File: src/rtl/minisrc_control_unit.sv
// Hardwired Moore control sequencer for the Mini SRC CPU: fetch in T0-T2, then
// a per-opcode execute sequence, one control step per clock.
module minisrc_control_unit #(
  parameter logic [4:0] ALU_ADD = 5'b00011
) (
  input  logic        clk,
  input  logic        clr,
  input  logic [31:0] IR,
  input  logic        CON_ff,
  output logic        PC_in,
  output logic        IR_in,
  output logic        Y_in,
  output logic        Z_in,
  output logic        HI_in,
  output logic        LO_in,
  output logic        MAR_in,
  output logic        MDR_in,
  output logic        OutPort_in,
  output logic        IncPC,
  output logic        PC_out,
  output logic        Zhigh_out,
  output logic        Zlow_out,
  output logic        HI_out,
  output logic        LO_out,
  output logic        MDR_out,
  output logic        InPort_out,
  output logic        C_out,
  output logic        Read,
  output logic        Write,
  output logic        Gra,
  output logic        Grb,
  output logic        Grc,
  output logic        Rin,
  output logic        Rout,
  output logic        BAout,
  output logic        CON_in,
  output logic [4:0]  alu_instruction_bits,
  output logic        run
);

  typedef enum logic [3:0] {
    StReset, StT0, StT1, StT2, StT3, StT4, StT5, StT6, StT7, StHalt
  } state_e;

  state_e state_q, state_d;

  logic [4:0] op;
  logic       is_alu, is_imm, is_ldi, is_ld, is_st, is_br, is_halt, is_mem;
  logic       unused_ir;

  assign op        = IR[31:27];
  assign unused_ir = ^IR[26:0];
  assign is_alu    = (op >= 5'b00011) && (op <= 5'b01011);
  assign is_imm    = (op >= 5'b01100) && (op <= 5'b01110);
  assign is_ldi    = (op == 5'b00001);
  assign is_ld     = (op == 5'b00000);
  assign is_st     = (op == 5'b00010);
  assign is_br     = (op == 5'b10011);
  assign is_halt   = (op == 5'b11011);
  assign is_mem    = is_ld || is_st;

  always_ff @(posedge clk or negedge clr) begin
    if (!clr) state_q <= StReset;
    else      state_q <= state_d;
  end

  always_comb begin
    state_d = state_q;
    unique case (state_q)
      StReset: state_d = StT0;
      StT0:    state_d = StT1;
      StT1:    state_d = StT2;
      StT2:    state_d = StT3;
      StT3: begin
        if (is_halt) state_d = StHalt;
        else if (is_alu || is_imm || is_ldi || is_mem || is_br) state_d = StT4;
        else state_d = StT0;
      end
      StT4:    state_d = StT5;
      StT5:    state_d = (is_mem || is_br) ? StT6 : StT0;
      StT6:    state_d = is_mem ? StT7 : StT0;
      StT7:    state_d = StT0;
      StHalt:  state_d = StHalt;
      default: state_d = StReset;
    endcase
  end

  always_comb begin
    PC_in = 1'b0; IR_in = 1'b0; Y_in = 1'b0; Z_in = 1'b0; HI_in = 1'b0; LO_in = 1'b0;
    MAR_in = 1'b0; MDR_in = 1'b0; OutPort_in = 1'b0; IncPC = 1'b0;
    PC_out = 1'b0; Zhigh_out = 1'b0; Zlow_out = 1'b0; HI_out = 1'b0; LO_out = 1'b0;
    MDR_out = 1'b0; InPort_out = 1'b0; C_out = 1'b0;
    Read = 1'b0; Write = 1'b0;
    Gra = 1'b0; Grb = 1'b0; Grc = 1'b0; Rin = 1'b0; Rout = 1'b0; BAout = 1'b0;
    CON_in = 1'b0;
    alu_instruction_bits = 5'b00000;
    run = (state_q != StReset) && (state_q != StHalt);
    unique case (state_q)
      StT0: begin PC_out = 1'b1; MAR_in = 1'b1; IncPC = 1'b1; Z_in = 1'b1; end
      StT1: begin Zlow_out = 1'b1; PC_in = 1'b1; Read = 1'b1; MDR_in = 1'b1; end
      StT2: begin MDR_out = 1'b1; IR_in = 1'b1; end
      StT3: begin
        if (is_alu || is_imm) begin
          Grb = 1'b1; Rout = 1'b1; Y_in = 1'b1;
        end else if (is_ldi || is_mem) begin
          Grb = 1'b1; BAout = 1'b1; Y_in = 1'b1;
        end else if (is_br) begin
          Gra = 1'b1; Rout = 1'b1; CON_in = 1'b1;
        end
      end
      StT4: begin
        if (is_alu) begin
          Grc = 1'b1; Rout = 1'b1; Z_in = 1'b1; alu_instruction_bits = op;
        end else if (is_imm) begin
          C_out = 1'b1; Z_in = 1'b1;
          unique case (op)
            5'b01100: alu_instruction_bits = 5'b00011;
            5'b01101: alu_instruction_bits = 5'b00101;
            default:  alu_instruction_bits = 5'b00110;
          endcase
        end else if (is_ldi || is_mem) begin
          C_out = 1'b1; Z_in = 1'b1; alu_instruction_bits = ALU_ADD;
        end else if (is_br) begin
          PC_out = 1'b1; Y_in = 1'b1;
        end
      end
      StT5: begin
        if (is_alu || is_imm || is_ldi) begin
          Zlow_out = 1'b1; Gra = 1'b1; Rin = 1'b1;
        end else if (is_mem) begin
          Zlow_out = 1'b1; MAR_in = 1'b1;
        end else if (is_br) begin
          C_out = 1'b1; Z_in = 1'b1; alu_instruction_bits = ALU_ADD;
        end
      end
      StT6: begin
        if (is_ld) begin
          Read = 1'b1; MDR_in = 1'b1;
        end else if (is_st) begin
          Gra = 1'b1; Rout = 1'b1; MDR_in = 1'b1;
        end else if (is_br) begin
          // Branch target only commits when the condition flop says taken.
          Zlow_out = 1'b1; PC_in = CON_ff;
        end
      end
      StT7: begin
        if (is_ld) begin
          MDR_out = 1'b1; Gra = 1'b1; Rin = 1'b1;
        end else if (is_st) begin
          Write = 1'b1;
        end
      end
      default: ;
    endcase
  end

endmodule

File: config.mk
export PLATFORM = sky130hd
export DESIGN_NAME = minisrc_control_unit
export DESIGN_NICKNAME = d
export VERILOG_FILES = /design/src/rtl/minisrc_control_unit.sv
export SDC_FILE = /design/constraint.sdc
export NUM_CORES = 1
export LEC_CHECK = 0
export BUFFER_PORTS_ARGS = -buffer_cell sky130_fd_sc_hd__buf_4
export CAP_MARGIN = 20
export CORE_MARGIN = 5
export CORE_UTILIZATION = 40
export DETAILED_ROUTE_END_ITERATION = 16
export GPL_ROUTABILITY_DRIVEN = 0
export GPL_TIMING_DRIVEN = 1
export PLACE_DENSITY = 0.85
export SETUP_SLACK_MARGIN = 0.15
export SLEW_MARGIN = 5
export SYNTH_ARGS = -nofsm -noshare
export SYNTH_HDL_FRONTEND = slang
export SYNTH_SLANG_ARGS = --single-unit
File: constraint.sdc
create_clock -name clk -period 4.4 [get_ports clk]
set_clock_uncertainty 0.2 [all_clocks]
set_input_delay 0.22 -clock clk [delete_from_list [all_inputs] [get_ports clk]]
set_output_delay 0.22 -clock clk [all_outputs]
set_load 0.005 [all_outputs]
Word-level counts from Yosys, hierarchy flattened
Cells that the tools add are included.

storage, ports and cells
  output and inout bits = 33
  logic and storage cells = 96
  RAM bits = 0
  latch bits = 0
  memories = 0
  register bits after elaboration = 4
  ROM bits = 0

cells by class
  $mul = 0
  shift-type cells = 0
  $add $sub $neg = 0
  equality and inequality tests = 16
  magnitude comparators = 4
  div/mod/pow operators = 0
  bitwise gates (word level) = 0
  muxes and demuxes = 61
  reductions and logical operators = 14

operator list
  cell                number
  $pmux 4 s9          1
  $mux 1              35
  $pmux 1 s2          9
  $eq 4x3->1 const B  4
  $eq 5x4->1 const B  2
  $eq 5x5->1 const B  2
  $le 5x4->1 const B  2
  $mux 5              2
  $pmux 5 s2          1
  $pmux 1 s3          3
  $eq 4x2->1 const B  2
  $eq 4x4->1 const B  2
  $mux 2              4
  $mux 4              2
  $logic_or 1x1->1    7
  $mux 3              2
  $pmux 3 s2          1
  $eq 5x1->1 const B  1
  $eq 5x2->1 const B  1
  $ge 5x2->1 const B  1
  $ge 5x4->1 const B  1
  $logic_not 5->1     1
  $eq 4x1->1 const B  1
  $logic_not 4->1     1
  5 further kinds     7

Logic depth before layout (Yosys ltp)
Gate-level depths: netlist (run 1).

  depth in word-level cells = 9
  mapped depth = 5
  gate-level depth less buffers = 4

Least setup slack after synthesis (run 1)
OpenSTA, ideal clock, no wires.

  path kind = register to output
  start point = reg state_q[0]
  end point = out Gra
  cell stages (with the launch flop) = 5
  arrival time = 1.299 ns
  slack = 2.681 ns
  required time = 3.980 ns
  cell sequence = dfrtp_1 > nor4b_2 > mux2i_1 > o32ai_2 > or3b_1

between the ends
  cells in the longest elaborated chain, start to end = 2

RTL lines
  what                                             line  text
  start, declared                                  45    state_e state_q, state_d;
  start signal, assigned                           63    if (!clr) state_q <= StReset;
  start signal, assigned                           64    else state_q <= state_d;
  $eq 4x4->1 / $eq 4x3->1 (equally long branches)  98    unique case (state_q)
  $pmux 1 s4 *                                     98
  end, declared                                    30    output logic Gra,

Every way passes the cells marked *; elsewhere a longest branch is shown, timed or not.

Worst setup path in the final report (run 1)
  start point = reg state_q[2]
  end point = out Rout

between the ends
  cells in the longest elaborated chain, start to end = 2

RTL lines
  what           line  text
  $eq 4x3->1     98
  $pmux 1 s3 *   98
  end, declared  34    output logic Rout,

Marks and branches as above.

==> results.toml, run 1 <==
[pwr]
sw_frac_of_total_pct = 46.2
p_per_area_nw_per_um2 = 426
power_frac_seq_pct = 23.9
p_clk_share_pct = 10.5
p_leak_nw = 0.496
p_int_mw = 0.229
total_power_mw = 0.426
p_switching_mw = 0.197
peakVddDrop_uv = 310
combPwrFrac_pct = 65.6

[cts]
numCtsBuffers = 3
clk_latency_ns = 0.23
cts_setup_buffers = 0
cts_tree = "yes"
cts_sinks = 4
cts-resized-gates = 0
h-tree-depth = 1
cts_root_buf = "clkbuf_4"
clock_path_buffers = 2
clkTransAtPathRegs_ns = 0.04

[sta]
fmax_mhz = 421
tightest_slew_ns = 0.550
fin_hold_ws_ns = 0.112
maxSlewHeadroom_pct = 63.0
rsz0062_at_grt = "no"
final-setup-viol-count = 0
drv_slew = 0
totalNegativeSetupSlack_ns = 0
fin_crit_ns = 2.38
fin_crit_sh_pct = 54.0
hold_viol_final = 0

[global_routing]
overflow = 0
grt_max_degree = 17
first_global_vias = 783
grt_pass1_wl_mm = 3.54
antenna_found_initial = 0
grt_usage_pct = 16.2

[logic_synthesis]
synth.top_cells.by_count = "nand2_1 (12), o21ai_0 (10), a21oi_1 (8), buf_4 (8), nor2_1 (8)"
netlist_area_um2 = 771
async_flop_share_pct = 100
ys.flop_type = "dfrtp_1"
yosysTopAreaCell = "dfrtp_1"
syn_avg_cell_area_um2 = 6.53
synth-edff-count = 0
ys_types = 37
synth.most_common_cell = "nand2_1"
yosys_warnings = 0
ys_seq_elements = 4
ys_seq_area_share_pct = 13.0
synth_area_leaders = "dfrtp_1 (13%), buf_4 (7.8%), o21ai_0 (6.5%)"
netlist_instances = 118
yosysTopAreaCellShare_pct = 13.0

[cells_and_area]
nNetsFinal = 181
nFillCells = 181
regArea_um2 = 100
drive_above_1_share_pct = 27.1
insertedDiodeCount = 0
syn_to_final_growth_pct = 29.7
largest_registers = "state_q (4)"
top_register = "state_q"
largest_reg_flops = 4
multi_input_area_um2 = 584

[routing]
detail_route.wl_per_cell_um = 13.1
first_pass_iters = 4
drtIter0Drc = 31
wl_met1_um = 955
wl_met3_um = 168
highest_layer = "met3"
vias_per_cell = 5.56
drcViolationCount = 0
ant_nets = 0
via_count = 940
wl_mm = 2.22
dr_wl_met2_mm = 1.10

[floorplan]
die_w_um = 53.9
rows = 15
initial_core_util_pct = 43.2
die-area_um2 = 2900
core-area_um2 = 1780
die_h_um = 53.9
io-pin-count = 68

[setup_path]
path_cells = "nand2b_1, nor3_1, a31oi_1, o21ai_0, buf_4"
startpoint_type = "flop"
crit_type = "reg2out"
crit_path_max_incr_delay_ns = 0.62
critPathArrivalTime_ns = 1.96
crit_path_top_delay_cell = "dfrtp_1"
crit_required_ns = 3.98
reg2reg_from = "state_q[2]$_DFF_PN0_"
worstPathMaxFanout = 16
end_kind = "primary output"
crit_start = "state_q[2]$_DFF_PN0_"

[run_status]
status = "completed"

[place]
portBuffers = 32
dpl.hpwl_mm = 1.71

[flow_run]
maxCapViolations = 0

[min_path]
hold_path_startpoint = "IR[31]"
hold_path.class = "in2reg"
[layer usage]
layer | track usage (%) | up-vias
met5 | 0 | -
met4 | 2.55 | 0
met1 | 21.4 | 428
met2 | 27.4 | 49
li1 | - | 463
met3 | 3.32 | 0
[layout make-up]
cell class                 instances  area share, %
clock buffer                       3           2.25
multi-input combinational        101           58.4
inverter                           3           1.13
sequential                         4           10.0
timing repair buffer              33           25.0
tap                               25           3.13
[critical path, delay by kind of cell, from the launching register on]
kind	cells	cell delay [ns]
AO/OA/AOI/OAI	2	0.36
buffers and inverters	1	0.14
flip-flops	1	0.62
AND/OR/NAND/NOR	2	0.60
[final timing paths]
path                            slack, ns  cells after the start                    to
worst max-delay path                 2.02                      5                  Rout
worst min-delay path                 0.11                      3  state_q[3]$_DFF_PN0_
worst max register to register       2.63                      4  state_q[2]$_DFF_PN0_
worst min register to register       0.48                      1  state_q[1]$_DFF_PN0_
max in group asynchronous            3.78                      2  state_q[0]$_DFF_PN0_
min in group asynchronous            0.12                      2  state_q[2]$_DFF_PN0_
[per-stage QoR]
step | cell area [µm²] | cells | utilization [%] | setup WS [ns]
global placement | 967 | 165 | 54.2 | 2.29
global route | 1000 | 169 | 56.1 | 1.79
finish | 1000 | 169 | 56.1 | 2.02
CTS | 1000 | 169 | 56.1 | 2.03
detailed placement | 967 | 165 | 54.2 | 2.29
floorplan | 797 | 125 | - | 2.68
[power by group through the flow]
| stage | Clock (mW) | Sequential [mW] | Combinational [mW] |
|---|---|---|---|
| finish | 0.0447 | 0.102 | 0.279 |
| global route | 0.0520 | 0.108 | 0.312 |
| CTS | 0.0470 | 0.101 | 0.282 |
| detailed placement | 0 | 0.101 | 0.280 |
| global placement | 0 | 0.0999 | 0.275 |
| floorplan | 0 | 0.0665 | 0.199 |
[what timing repair did]
action | 4_1_cts | 5_1_grt
hold buffers | 1 | 0
endpoints found under the hold margin | 4 | 0
endpoints found under the setup margin | 0 | 0
[cells by family (layout without fill, tap and decap cells)]
| kind of cell | Yosys count | after routing | synth area share, % |
|---|---|---|---|
| AND/OR/NAND/NOR | 58 | 58 | 41.6 |
| XOR/XNOR | 3 | 3 | 3.41 |
| buffers and inverters | 20 | 39 | 14.6 |
| multiplexers | 1 | 1 | 1.30 |
| flip-flops | 4 | 4 | 13.0 |
| other | 1 | 8 | 0.487 |
| AO/OA/AOI/OAI | 31 | 31 | 25.7 |
[placed cells by master (no fill, tap or decap), types with 2 or more instances in the layout]
cell type	synthesis	final
a21oi_1	8	8
nand3_1	6	6
a31oi_1	3	3
clkbuf_4	0	3
inv_1	3	3
buf_4	8	32
dfrtp_1	4	4
nor2_1	8	8
o21ai_0	10	10
nor2b_1	2	2
or3_1	4	4
nand4_1	2	2
nor3_1	6	6
nand2_1	12	12
xnor2_1	3	3
and3_1	7	7
nand2b_1	4	4
conb_1	1	8
Power figures use the tool's default switching activity.
==> run 2, diff against run 1 <==
- CORE_UTILIZATION: 40 -> 37
- PLACE_DENSITY: 0.85 -> 0.79
- clock period: 4.4 -> 2.45 ns (I/O delays scaled with it)
==> run 2 against run 1 <==
Core utilization is 3.7 points lower; non-clock buffer count rose by 2; sequential cell count is the same; critical path type unchanged; count of clock-buffer cells in the layout unchanged; worst hold slack worse by 0.096 ns; register-to-register slack got worse by 1.9 ns; global-route usage is 1.1 points lower; clock power increased by 84%; routed wire length rose by 7.8%; sequential power increased by 80%; first-iteration DRC count down 13%; critical path depth stayed put.
==> results.toml, run 2 (synthesis results as in run 1) <==
[run_status]
status = "completed"

[routing]
via_count = 961
vias_per_cell = 5.55
drtIter0Drc = 27
detail_route.wl_per_cell_um = 13.8
wl_mm = 2.39
drcViolationCount = 0
ant_nets = 0
first_pass_iters = 4

[setup_path]
worstRegToRegCells = 4
crit_type = "reg2out"
crit_required_ns = 2.13
worstPathMaxFanout = 8
reg2reg_from = "state_q[3]$_DFF_PN0_"
startpoint_type = "flop"
critPathArrivalTime_ns = 1.90
r2r_slack_ns = 0.75
end_kind = "primary output"
r2r_end = "state_q[2]$_DFF_PN0_"

[pwr]
p_switching_mw = 0.381
peakVddDrop_uv = 360
p_clk_share_pct = 10.1
p_per_area_nw_per_um2 = 781
sw_frac_of_total_pct = 47.0
total_power_mw = 0.810
power_frac_seq_pct = 22.7
p_leak_nw = 0.503
combPwrFrac_pct = 67.1
p_int_mw = 0.429

[sta]
rsz0062_at_grt = "no"
totalNegativeSetupSlack_ns = 0
drv_slew = 0
maxSlewHeadroom_pct = 57.3
tightest_slew_ns = 0.635
final-setup-viol-count = 0
hold_viol_final = 0
fmax_mhz = 451
fin_crit_sh_pct = 90.6
fin_hold_ws_ns = 0.0161
fin_crit_ns = 2.22

[global_routing]
grt_max_degree = 17
antenna_found_initial = 0
grt_usage_pct = 15.1
first_global_vias = 847
overflow = 0
grt_pass1_wl_mm = 3.89

[cells_and_area]
largest_reg_flops = 4
syn_to_final_growth_pct = 34.6
final_cell_count_no_fill = 173
nFillCells = 195
drive_above_1_share_pct = 30.1
insertedDiodeCount = 0
top_register = "state_q"
mostFrequentLayoutCells = "buf_4 (33), nand2_1 (12), o21ai_0 (10)"
layout_commonest_cell = "buf_4"
largest_registers = "state_q (4)"
nNetsFinal = 183

[min_path]
hold_path.class = "in2async"

[cts]
h-tree-depth = 1
clkTransAtPathRegs_ns = 0.04
cts_sinks = 4
clk_latency_ns = 0.24
cts_tree = "yes"
numCtsBuffers = 3
cts_root_buf = "clkbuf_4"
clock_path_buffers = 2

[floorplan]
io-pin-count = 68
core-area_um2 = 1980
die-area_um2 = 3100
rows = 16
die_w_um = 55.6
die_h_um = 55.6
initial_core_util_pct = 38.9

[place]
post-place-cells = 168
portBuffers = 32
dpl.hpwl_mm = 1.77

[flow_run]
maxCapViolations = 0
==> run 2: cell count changes in the layout (fill, tap and decap cells not counted), sizes merged <==
| cell | change |
|---|---|
| dlygate4sd3 | +1 |
| buf | +1 |
==> run 2: power by group through the flow <==
stage,clock (mW),sequential (mW),combinational [mW]
6_report,0.0821,0.184,0.544
5_1_grt,0.0944,0.190,0.604
4_1_cts,0.0871,0.168,0.540
3_5_place_dp,0,0.169,0.532
3_3_place_gp,0,0.166,0.520
2_1_floorplan,0,0.120,0.357
==> run 2: worst max path at each step <==
| stage | start | endpoint | cells after the start |
|---|---|---|---|
| global route | state_q[0]$_DFF_PN0_ | Gra | 5 |
| global placement | state_q[2]$_DFF_PN0_ | Rout | 5 |
| CTS | state_q[2]$_DFF_PN0_ | Gra | 5 |
| finish | state_q[0]$_DFF_PN0_ | Gra | 5 |
| detailed placement | state_q[2]$_DFF_PN0_ | Rout | 5 |
| floorplan | state_q[0]$_DFF_PN0_ | Gra | 4 |
==> run 2: critical path: stages, from the launching register on <==
cell,delay (ns)
dfrtp_1,0.54
and4bb_1,0.27
mux2i_1,0.21
o32ai_2,0.14
or3b_1,0.35
buf_4,0.14
==> run 2: timing repair <==
item / CTS / global route
hold buffers: 2 / 0
gates resized for setup: 1 / 4
endpoints found under the hold margin: 5 / 0
setup buffers: 0 / 0
setup endpoints to repair: 1 / 6
==> run 2: layout make-up <==
class                           instances  area, µm²  share of cell area [%]
Clock buffer                            3       22.5                    2.17
Inverter                                3       11.3                    1.09
Multi-Input combinational cell        101        598                    57.7
Sequential cell                         4        104                    10.0
Tap cell                               27       33.8                    3.26
Timing Repair Buffer                   35        268                    25.8
==> run 2: metrics by stage <==
| step | worst slack (ns) | instance area [µm²] | utilization (%) |
|---|---|---|---|
| after detailed placement | 0.404 | 977 | 49.3 |
| final | 0.231 | 1040 | 52.3 |
| after floorplan | 0.829 | 797 | - |
| after global placement | 0.464 | 977 | 49.3 |
| after CTS | 0.189 | 1020 | 51.7 |
| after global routing | 0.162 | 1040 | 52.3 |
==> run 2: per-layer routing <==
metal	up-vias	global-route usage [%]	wire, µm
met2	53	23.0	1110
met4	0	6.60	32
met1	435	20.1	1040
met3	5	3.48	211
met5	-	0	0
li1	468	-	-
==> run 3, diff against run 2 <==
- REMOVE_ABC_BUFFERS: default -> 1
==> run 3 against run 2 <==
Combinational power fell by 6.8%; power decreased by 2.8%; sequential cell count did not move; die area unchanged; register-to-register slack improved by 0.05 ns; routed wire length fell by 2.9%; sequential power grew 9%; final cell count down 1.2%; critical path depth stayed put; critical endpoint unchanged.
==> results.toml, run 3 (synthesis results as in run 1) <==
[setup_path]
startpoint_type = "flop"
worstPathMaxFanout = 16
crit_required_ns = 2.13
worstRegToRegCells = 4
crit_path_max_incr_delay_ns = 0.51
r2r_slack_ns = 0.80
crit_path_top_delay_cell = "dfrtp_2"
path_cells = "nor4b_4, mux2i_1, o32ai_2, or3b_1, buf_4"
crit_type = "reg2out"
reg2reg_from = "state_q[3]$_DFF_PN0_"
critPathArrivalTime_ns = 1.85
end_kind = "primary output"
r2r_end = "state_q[3]$_DFF_PN0_"

[cts]
h-tree-depth = 1
clock_path_buffers = 2
clk_latency_ns = 0.23
cts_tree = "yes"
cts_sinks = 4
numCtsBuffers = 3
clkTransAtPathRegs_ns = 0.04
cts_root_buf = "clkbuf_4"
cts_setup_buffers = 0

[sta]
maxSlewHeadroom_pct = 66.1
rsz0062_at_grt = "no"
totalNegativeSetupSlack_ns = 0
fin_crit_ns = 2.17
finalWorstSetupSlack_ns = 0.278
final-setup-viol-count = 0
fin_crit_sh_pct = 88.7
fin_hold_ws_ns = 0.0241
tightest_slew_ns = 0.504
fmax_mhz = 460
drv_slew = 0
hold_viol_final = 0

[routing]
first_pass_iters = 4
via_count = 950
drtIter0Drc = 33
detail_route.wl_per_cell_um = 13.6
wl_mm = 2.32
drcViolationCount = 0
vias_per_cell = 5.56
ant_nets = 0

[flow_run]
maxCapViolations = 0

[run_status]
status = "completed"

[global_routing]
overflow = 0
first_global_vias = 788
grt_pass1_wl_mm = 3.66
antenna_found_initial = 0
grt_usage_pct = 14.0
grt_max_degree = 17

[pwr]
p_leak_nw = 0.493
peakVddDrop_uv = 446
p_per_area_nw_per_um2 = 771

[cells_and_area]
largest_reg_flops = 4
layout_commonest_cell = "buf_4"
syn_to_final_growth_pct = 32.5
drive_above_1_share_pct = 30.6
insertedDiodeCount = 0
mostFrequentLayoutCells = "buf_4 (32), nand2_1 (12), o21ai_0 (10)"
top_register = "state_q"
largest_registers = "state_q (4)"
nNetsFinal = 181

[place]
place_ws_ns = 0.420
portBuffers = 32
dpl.hpwl_mm = 1.76

[floorplan]
die_h_um = 55.6
die-area_um2 = 3100
core-area_um2 = 1980
initial_core_util_pct = 38.9
die_w_um = 55.6
rows = 16
io-pin-count = 68

[min_path]
hold_path.class = "in2async"
[run 3: cell count changes in the layout (fill, tap and decap cells not counted)]
cell           change
dfrtp_1            -1
dfrtp_2            +1
dlygate4sd3_1      -1
buf_4              -1
[run 3: final cells by class]
type | count | area [µm²]
clock buffers | 3 | 22.5
fillers | 213 | 961
inverters | 3 | 11.3
multi-input cells | 101 | 598
flip-flops and latches | 4 | 105
well taps | 27 | 33.8
repair buffers | 33 | 250
[run 3: how the worst max path moves through the flow]
stage / startpoint / end / cells after the start
6_report: state_q[0]$_DFF_PN0_ / Gra / 5
3_3_place_gp: state_q[2]$_DFF_PN0_ / Rout / 5
2_1_floorplan: state_q[0]$_DFF_PN0_ / Gra / 4
3_5_place_dp: state_q[2]$_DFF_PN0_ / Rout / 5
5_1_grt: state_q[0]$_DFF_PN0_ / Gra / 5
4_1_cts: state_q[2]$_DFF_PN0_ / Rout / 5
[run 3: repair_timing]
item	CTS	global route
setup endpoints to repair	0	9
resized for setup	0	6
hold buffers	1	0
hold endpoints to repair	4	0
[run 3: stage by stage]
step	std cells	util (%)	power [mW]	cell area (µm²)
after CTS	171	50.6	0.773	1000
after floorplan	108	-	0.438	696
after global routing	171	51.5	0.864	1020
final	171	51.5	0.787	1020
after global placement	167	48.9	0.672	970
after detailed placement	167	48.9	0.688	970
[run 3: power breakdown]
| group | leakage (nW) | switching [mW] | total [mW] | internal, mW |
|---|---|---|---|---|
| clock network | 0.0138 | 0.0247 | 0.0793 | 0.0546 |
| registers | 0.0453 | 0.105 | 0.201 | 0.0959 |
| logic | 0.434 | 0.238 | 0.507 | 0.269 |
| total | 0.493 | 0.368 | 0.787 | 0.419 |
[run 3: worst max-delay path: cells and delay by family, from the launching register on]
family | cells | cell delay [ns]
and+or+nand+nor | 2 | 0.54
AOI/OAI and AO/OA | 1 | 0.34
muxes | 1 | 0.13
DFF | 1 | 0.51
buffers and inverters | 1 | 0.10
[run 3: per-layer routing]
layer	up-vias	share of wire [%]	global-route usage, %
met1	439	41	18.2
met5	-	0	0
met2	49	50	23.5
met3	0	9.4	2.78
li1	462	-	-
met4	0	0	3.82
